## config.mk

```make
export PLATFORM = sky130hd
export DESIGN_NAME = mul_div_unit
export DESIGN_NICKNAME = d
export VERILOG_FILES = /design/src/rtl/mul_div_unit.sv
export SDC_FILE = /design/constraint.sdc
export NUM_CORES = 1
export LEC_CHECK = 0
export ABC_AREA = 1
export BUFFER_PORTS_ARGS = -buffer_cell sky130_fd_sc_hd__buf_4
export CAP_MARGIN = 10
export CORE_ASPECT_RATIO = 1.1
export CORE_UTILIZATION = 35
export DETAILED_ROUTE_END_ITERATION = 7
export REMOVE_ABC_BUFFERS = 1
export SYNTH_ARGS = -nofsm -noshare
export SYNTH_HDL_FRONTEND = slang
export SYNTH_SLANG_ARGS = --single-unit
export TNS_END_PERCENT = 30
```

## constraint.sdc

```tcl
create_clock -name CLK -period 2.5 [get_ports CLK]
set_input_delay 0.5 -clock CLK [delete_from_list [all_inputs] [get_ports CLK]]
set_output_delay 0.5 -clock CLK [all_outputs]
set_load 0.05 [all_outputs]
```

## src/rtl/mul_div_unit.sv

```systemverilog
// rtl/mul_div_unit.sv - RV32M iterative multiply/divide unit with fixed 34-cycle latency.
// One shared 64-bit accumulator serves both shift-add multiply and restoring divide.
module mul_div_unit (
  input  logic        CLK,
  input  logic        RESET,
  input  logic        START,
  input  logic [2:0]  FUNCT3,
  input  logic [31:0] DATA1,
  input  logic [31:0] DATA2,
  output logic        BUSY,
  output logic        DONE,
  output logic [31:0] RESULT
);

  typedef enum logic [1:0] {IDLE, CALC, FINISH} state_t;

  state_t      state;
  state_t      state_next;

  logic [2:0]  op;
  logic [31:0] mag_a;
  logic [31:0] mag_b;
  logic [63:0] acc;
  logic [5:0]  count;
  logic        neg_a;
  logic        neg_b;
  logic        div_zero;

  logic        a_signed;
  logic        b_signed;
  logic        in_neg_a;
  logic        in_neg_b;
  logic [31:0] abs_a;
  logic [31:0] abs_b;

  logic [32:0] mul_sum;
  logic [63:0] mul_step;
  logic [32:0] div_shift;
  logic        div_ge;
  logic [31:0] div_diff;
  logic [63:0] div_step;

  logic        sign_diff;
  logic [63:0] prod_fix;
  logic [31:0] quo_fix;
  logic [31:0] rem_fix;
  logic [31:0] result_fix;

  // Operand decode: magnitudes are kept unsigned 32-bit, so 0x80000000 maps to 2^31 exactly.
  always_comb begin
    a_signed = FUNCT3[2] ? ~FUNCT3[0] : (FUNCT3[1:0] != 2'b11);
    b_signed = FUNCT3[2] ? ~FUNCT3[0] : ~FUNCT3[1];
    in_neg_a = a_signed & DATA1[31];
    in_neg_b = b_signed & DATA2[31];
    abs_a    = in_neg_a ? -DATA1 : DATA1;
    abs_b    = in_neg_b ? -DATA2 : DATA2;
  end

  // Multiply: {hi, lo=multiplier} shifts right, adding the multiplicand into hi on lo[0].
  always_comb begin
    mul_sum  = {1'b0, acc[63:32]} + (acc[0] ? {1'b0, mag_a} : 33'd0);
    mul_step = {mul_sum, acc[31:1]};
  end

  // Divide: {hi=remainder, lo=dividend/quotient} shifts left one bit per step.
  always_comb begin
    div_shift = {acc[63:32], acc[31]};
    div_ge    = (div_shift >= {1'b0, mag_b});
    div_diff  = div_shift[31:0] - mag_b;
    div_step  = div_ge ? {div_diff, acc[30:0], 1'b1}
                       : {div_shift[31:0], acc[30:0], 1'b0};
  end

  // Divide-by-zero leaves an all-ones quotient, which must not be sign-flipped.
  always_comb begin
    sign_diff = neg_a ^ neg_b;
    prod_fix  = sign_diff ? -acc : acc;
    quo_fix   = (sign_diff && !div_zero) ? -acc[31:0] : acc[31:0];
    rem_fix   = neg_a ? -acc[63:32] : acc[63:32];
    case (op)
      3'b000:                 result_fix = prod_fix[31:0];
      3'b001, 3'b010, 3'b011: result_fix = prod_fix[63:32];
      3'b100, 3'b101:         result_fix = quo_fix;
      default:                result_fix = rem_fix;
    endcase
  end

  always_ff @(posedge CLK) begin
    if (RESET) begin
      state <= IDLE;
    end else begin
      state <= state_next;
    end
  end

  always_comb begin
    state_next = state;
    case (state)
      IDLE:    if (START) state_next = CALC;
      CALC:    if (count == 6'd32) state_next = FINISH;
      FINISH:  state_next = IDLE;
      default: state_next = IDLE;
    endcase
  end

  always_comb begin
    BUSY = (state != IDLE);
    DONE = (state == FINISH);
  end

  // RESULT is loaded on the CALC->FINISH edge so it is valid during the DONE cycle.
  always_ff @(posedge CLK) begin
    if (RESET) begin
      op       <= 3'b000;
      mag_a    <= 32'd0;
      mag_b    <= 32'd0;
      acc      <= 64'd0;
      count    <= 6'd0;
      neg_a    <= 1'b0;
      neg_b    <= 1'b0;
      div_zero <= 1'b0;
      RESULT   <= 32'd0;
    end else begin
      case (state)
        IDLE: begin
          if (START) begin
            op       <= FUNCT3;
            mag_a    <= abs_a;
            mag_b    <= abs_b;
            neg_a    <= in_neg_a;
            neg_b    <= in_neg_b;
            div_zero <= (DATA2 == 32'd0);
            count    <= 6'd0;
            acc      <= FUNCT3[2] ? {32'd0, abs_a} : {32'd0, abs_b};
          end
        end
        CALC: begin
          if (count != 6'd32) begin
            acc   <= op[2] ? div_step : mul_step;
            count <= count + 6'd1;
          end else begin
            RESULT <= result_fix;
          end
        end
        default: begin
        end
      endcase
    end
  end

endmodule

```

* Word-level counts from Yosys, hierarchy flattened
Index checks and enable logic that the tools add are counted.
Operators by class: bitwise logic cells 6, add/subtract/negate cells 8, equal/unequal tests 13, reductions and logical operators 13, multiplexer cells 21, magnitude comparators 1
Operator list (count):
- 64-bit two-way mux | 5
- 32-bit two-way mux | 6
- 32-bit negation | 4
- 64-bit case mux with 2 select lines | 1
- 32-bit case mux with 3 select lines | 1
- 64-bit negation | 1
- 32-bit by 32-bit adder with 33-bit output | 1
- 33-bit by 32-bit greater-or-equal comparator with 1-bit output | 1
- 32-bit logical NOT | 1
- 32-bit subtractor | 1
- 6-bit two-way mux | 2
- 6-bit case mux with 2 select lines | 1
- 2-bit != test, second input constant | 4
- 6-bit by 1-bit adder with 6-bit output, second input constant | 1
- 3-bit by 2-bit equality test with 1-bit output, second input constant | 2
- 3-bit equality test, second input constant | 2
- 6-bit equality test, second input constant | 1
- 6-bit != test, second input constant | 1
- 2-bit AND reduction | 3
- 2-bit two-way mux | 2
- 2-bit case mux with 2 select lines | 1
- 2-bit nonzero test | 2
- 3-bit by 1-bit equality test with 1-bit output, second input constant | 1
- 3-bit logical NOT | 1
- other kinds (12) | 16
Storage, ports and cells: input port bits 70, output and inout port bits 34, bits in registers 174

* Longest topological paths before layout
depth in word-level cells 7, mapped depth 22, depth with buffers taken out 20

* Worst setup path after synthesis
No wires, ideal clock.
path kind register to register, start register acc[0], end register acc[53], stages on the path, launching flop included 22, required time 2.368 ns, setup time 0.132 ns, arrival 2.356 ns, clock period less this slack 2.488 ns, slack 0.012 ns, path through dfxtp_1 > buf_6 > clkbuf_1 > nand2_1 > inv_1 > ha_1 > inv_1 > fa_1 > inv_1 > nand3_1 > nand3_1 > nand2_1 > nand2_1 > nand2_1 > nand2_1 > nand2_1 > nand3_1 > nand3_1 > nand2_1 > inv_1 > nand2_1 > a21oi_1
On the way: cells in the longest elaborated chain, start to end 5
RTL lines:
- start, declared | line 23 | logic [63:0] acc;
- start signal, assigned | line 134 | acc <= FUNCT3[2] ? {32'd0, abs_a} : {32'd0, abs_b};
- start signal, assigned | line 139 | acc <= op[2] ? div_step : mul_step;
- 32-bit two-way mux | line 61 | mul_sum = {1'b0, acc[63:32]} + (acc[0] ? {1'b0, mag_a} : 33'd0);
- 32-bit by 32-bit adder with 33-bit output | line 61
- 64-bit two-way mux | line 139
- 64-bit two-way mux | line 138 | if (count != 6'd32) begin
- 64-bit case mux with 2 select lines | line 124 | case (state)
No other way between the ends. The select of a mux whose other input is x is not followed. A chain may end at the register's enable or synchronous reset.

* Worst setup path after layout
start register acc[0], end register RESULT[12]
On the way: cells in the longest elaborated chain, start to end 3, elaborated cells between the ends (all ways) 5, classes of those cells 2 x add/sub; 3 x mux
RTL lines:
- 64-bit negation or 32-bit negation (tied branches) | line 77, 78
- 64-bit two-way mux or 32-bit two-way mux (tied branches) | line 77, 78
- 32-bit case mux with 3 select lines * | line 80 | case (op)
- end signal, assigned | line 142 | RESULT <= result_fix;
- end, declared | line 12 | output logic [31:0] RESULT
Every way passes the cells marked *; elsewhere a longest branch is shown, timed or not.

==> flow_metrics.env <==
export IMPL_outcome="finished, final reports clean"
export IMPL_r2r_slack_ns=0.11
export IMPL_crit_path_start_kind="flop"
export IMPL_timing_final_ws_setup_ns=0.112
export IMPL_gr_usage_met1_pct=42.1
export IMPL_place_congestion=1.06
export IMPL_ir_drop_uv=557
export IMPL_rows=88
export IMPL_die_area_mm2=0.0539
export IMPL_detail_route_antenna_nets=0
export IMPL_place_area_mm2=0.0215
export IMPL_rsz0062_at_grt="yes"
export IMPL_antennaDiodeCount=0
export IMPL_synth_area_leaders="nand2_1 21%, dfxtp_1 19%, inv_1 9.2%, nand3_1 8.3%, nor2_1 7.0%"
export IMPL_h_tree_depth=4
export IMPL_synthFlopType="dfxtp_1"
export IMPL_required_ns=2.86
export IMPL_holdPathStages=2
export IMPL_grt_busiest_layer="met2"
export IMPL_hpwl_um=68900
export IMPL_antenna_found_initial=1
export IMPL_clkLatencyLatePin_ns=0.49
export IMPL_vias=23020
export IMPL_period_needed_ns=2.39
export IMPL_gr_usage_met2_pct=47.3
export IMPL_grt_usage_pct=31.0
export IMPL_post_route_period_util_pct=95.5
export IMPL_grt_overflow_total=0
export IMPL_cp_max_fo=5
export IMPL_hold_start="FUNCT3[0]"
export IMPL_syn_to_final_growth_pct=23.4
export IMPL_setup_viol=0
export IMPL_syn_inst=3380
export IMPL_critPathCaptureType="flop"
export IMPL_design_area_mm2=0.0229
export IMPL_numClockSinks=174
export IMPL_cts_made_buffers=17
export IMPL_synth_edf_count=0
export IMPL_reg2reg_depth=12
export IMPL_hold_violations=0
export IMPL_min_path_type="primary input to flop"
export IMPL_fmax_mhz=419
export IMPL_rr_endpoint="RESULT[12]"
export IMPL_r2r_start="acc[0]"
export IMPL_routed_wl_um=85500
export IMPL_min_to="op[0]"
export IMPL_ys_seq_area_share_pct=18.8
export IMPL_drc=0
export IMPL_gr_usage_met3_pct=3.51
export IMPL_core_region_area_mm2=0.0524
export IMPL_p_leak_nw=11.3
export IMPL_cts_root_buffer_cell="clkbuf_16"
export IMPL_grt_pass1_wl_um=127000
export IMPL_synth_seq_cells=174
export IMPL_power_density_mw_per_mm2=481
export IMPL_drive_above_1_share_pct=16.3
export IMPL_relSlewSlack_pct=54.1
export IMPL_ys_warn_count=0
export IMPL_netlist_area_leader_share_pct=20.8
export IMPL_io_pins=104
export IMPL_fin_nets=3754
export IMPL_grt_max_degree=72
export IMPL_initial_core_util_pct=35.4
export IMPL_path_clk_slew_ns=0.09
export IMPL_cts_buffer_depth=2
export IMPL_grt_pass1_vias=20745
export IMPL_worstMarginPinSlew_ns=0.689
export IMPL_synth_common_cells="1029 x nand2_1, 454 x inv_1, 346 x nor2_1, 308 x nand3_1, 250 x a21oi_1"
export IMPL_dp_slack_ns=-0.0274
export IMPL_clock_skew_final_ns=0.0174
export IMPL_cts_hold_buffers=0
export IMPL_synth_largest_area_cell="nand2_1"
export IMPL_dr_pass1_iters=6
export IMPL_die_h_um=243
export IMPL_syn_area_mm2=0.0186
export IMPL_maxSlewViolCount=0
export IMPL_worst_setup_path_type="flop to flop"
export IMPL_numPortBuffers=103
export IMPL_viasPerCell=5.35
export IMPL_wl_per_cell_um=19.9
export IMPL_syn_avg_cell_area_um2=5.49
export IMPL_synth_cell_types=53
export IMPL_cap_viol_max_count=0
export IMPL_fp_dieW_um=222
export IMPL_cp_arrival_ns=2.74
export IMPL_drt_iter0_drc=2517
export IMPL_yosys_cell_count_top_type="nand2_1"
export IMPL_cts_tree="built"
export IMPL_synthArstFlopShare_pct=0
## worst max-delay path by stage
stage	startpoint	endpoint	slack (ns)	cells after the start
3_5_place_dp	acc[0]	acc[58]	-0.03	19
6_report	acc[0]	RESULT[12]	0.11	12
5_1_grt	acc[0]	acc[58]	-0.05	19
2_1_floorplan	state[1]	count[5]	-2.23	11
3_3_place_gp	acc[0]	acc[58]	0.02	19
4_1_cts	acc[0]	acc[58]	-0.008	19
## repair_timing
action | in CTS | in global routing
endpoints found under the setup margin | 5 | 42
gates resized for setup | 2 | 160
buffers inserted | 0 | 9
cloned | 0 | 1
pin swaps | 0 | 18
endpoints found under the hold margin | 0 | 0
## layout by cell type (no fill, tap or decap), types with 15 or more instances in the layout
master,Yosys,layout
nand4_1,35,35
clkbuf_16,0,18
nand2_2,11,35
inv_2,13,15
inv_1,454,451
nor2_1,346,318
nor3_1,28,24
ha_2,0,23
a31oi_1,34,34
ha_1,70,24
nand2_1,1029,1005
nor2_2,19,40
o21ai_1,19,24
ha_4,0,23
o21ai_0,215,209
nand3_1,308,301
o21bai_1,16,15
a21oi_1,250,233
a21oi_2,3,20
dfxtp_1,174,165
o211ai_1,34,34
xor2_1,75,75
buf_4,1,329
## stage by stage
| step | TNS, ns | util [%] | std cells | hold WS (ns) | total power, mW |
|---|---|---|---|---|---|
| after CTS | -0.00811 | 42.2 | 4290 | 0.252 | 10.7 |
| after global routing | -0.177 | 43.7 | 4300 | 0.256 | 11.5 |
| after global placement | 0 | 41.0 | 4258 | 0.442 | 7.87 |
| final | 0 | 43.7 | 4300 | 0.272 | 11.0 |
| after floorplan | -171.42 | - | 3251 | 0.426 | 5.87 |
| after detailed placement | -0.0279 | 41.0 | 4258 | 0.447 | 7.85 |
## metal layers
metal | up-vias | wire length [um]
li1 | 11337 | -
met1 | 10439 | 37600
met2 | 1042 | 36300
met3 | 202 | 6620
met4 | 0 | 5080
met5 | - | 0
## critical path: stages, from the launching register on
cell	delay (ns)
dfxtp_4	0.41
buf_4	0.13
clkinv_2	0.12
ha_1	0.28
nand3_4	0.15
inv_1	0.07
nand2_1	0.13
xor2_1	0.19
a21oi_1	0.09
nor3_1	0.45
nand2_1	0.11
nand2_1	0.08
a21oi_1	0.06
## layout make-up
type                    count  area, um2
clock buffers              17        425
clock inverters            15        201
fillers                  5724      29500
inverters                 473       1780
multi-input cells        2604      13400
flip-flops and latches    174       3500
well taps                 675        845
repair buffers            342       2740
## registers in the layout, summed over array words and instances (netlist names)
signal,cells
RESULT,32
acc,64
count,6
div_zero,1
mag_a,32
mag_b,32
neg_a,1
neg_b,1
op,3
state,2
## logic make-up after synthesis
family                     after synthesis  synth area share [%]
AOI/OAI and AO/OA                      614                  18.1
xor gates and xnor gates                89                  4.20
adders and majority gates               72                  4.94
buffers and inverters                  602                  12.6
DFF                                    174                  18.8
and+or+nand+nor                       1829                  41.4
## power breakdown
group | switching (mW) | internal (mW)
combinational | 3.25 | 1.68
clock | 1.51 | 1.38
sequential | 0.225 | 2.95
total | 4.98 | 6.01
(Power assumes the default switching activity.)
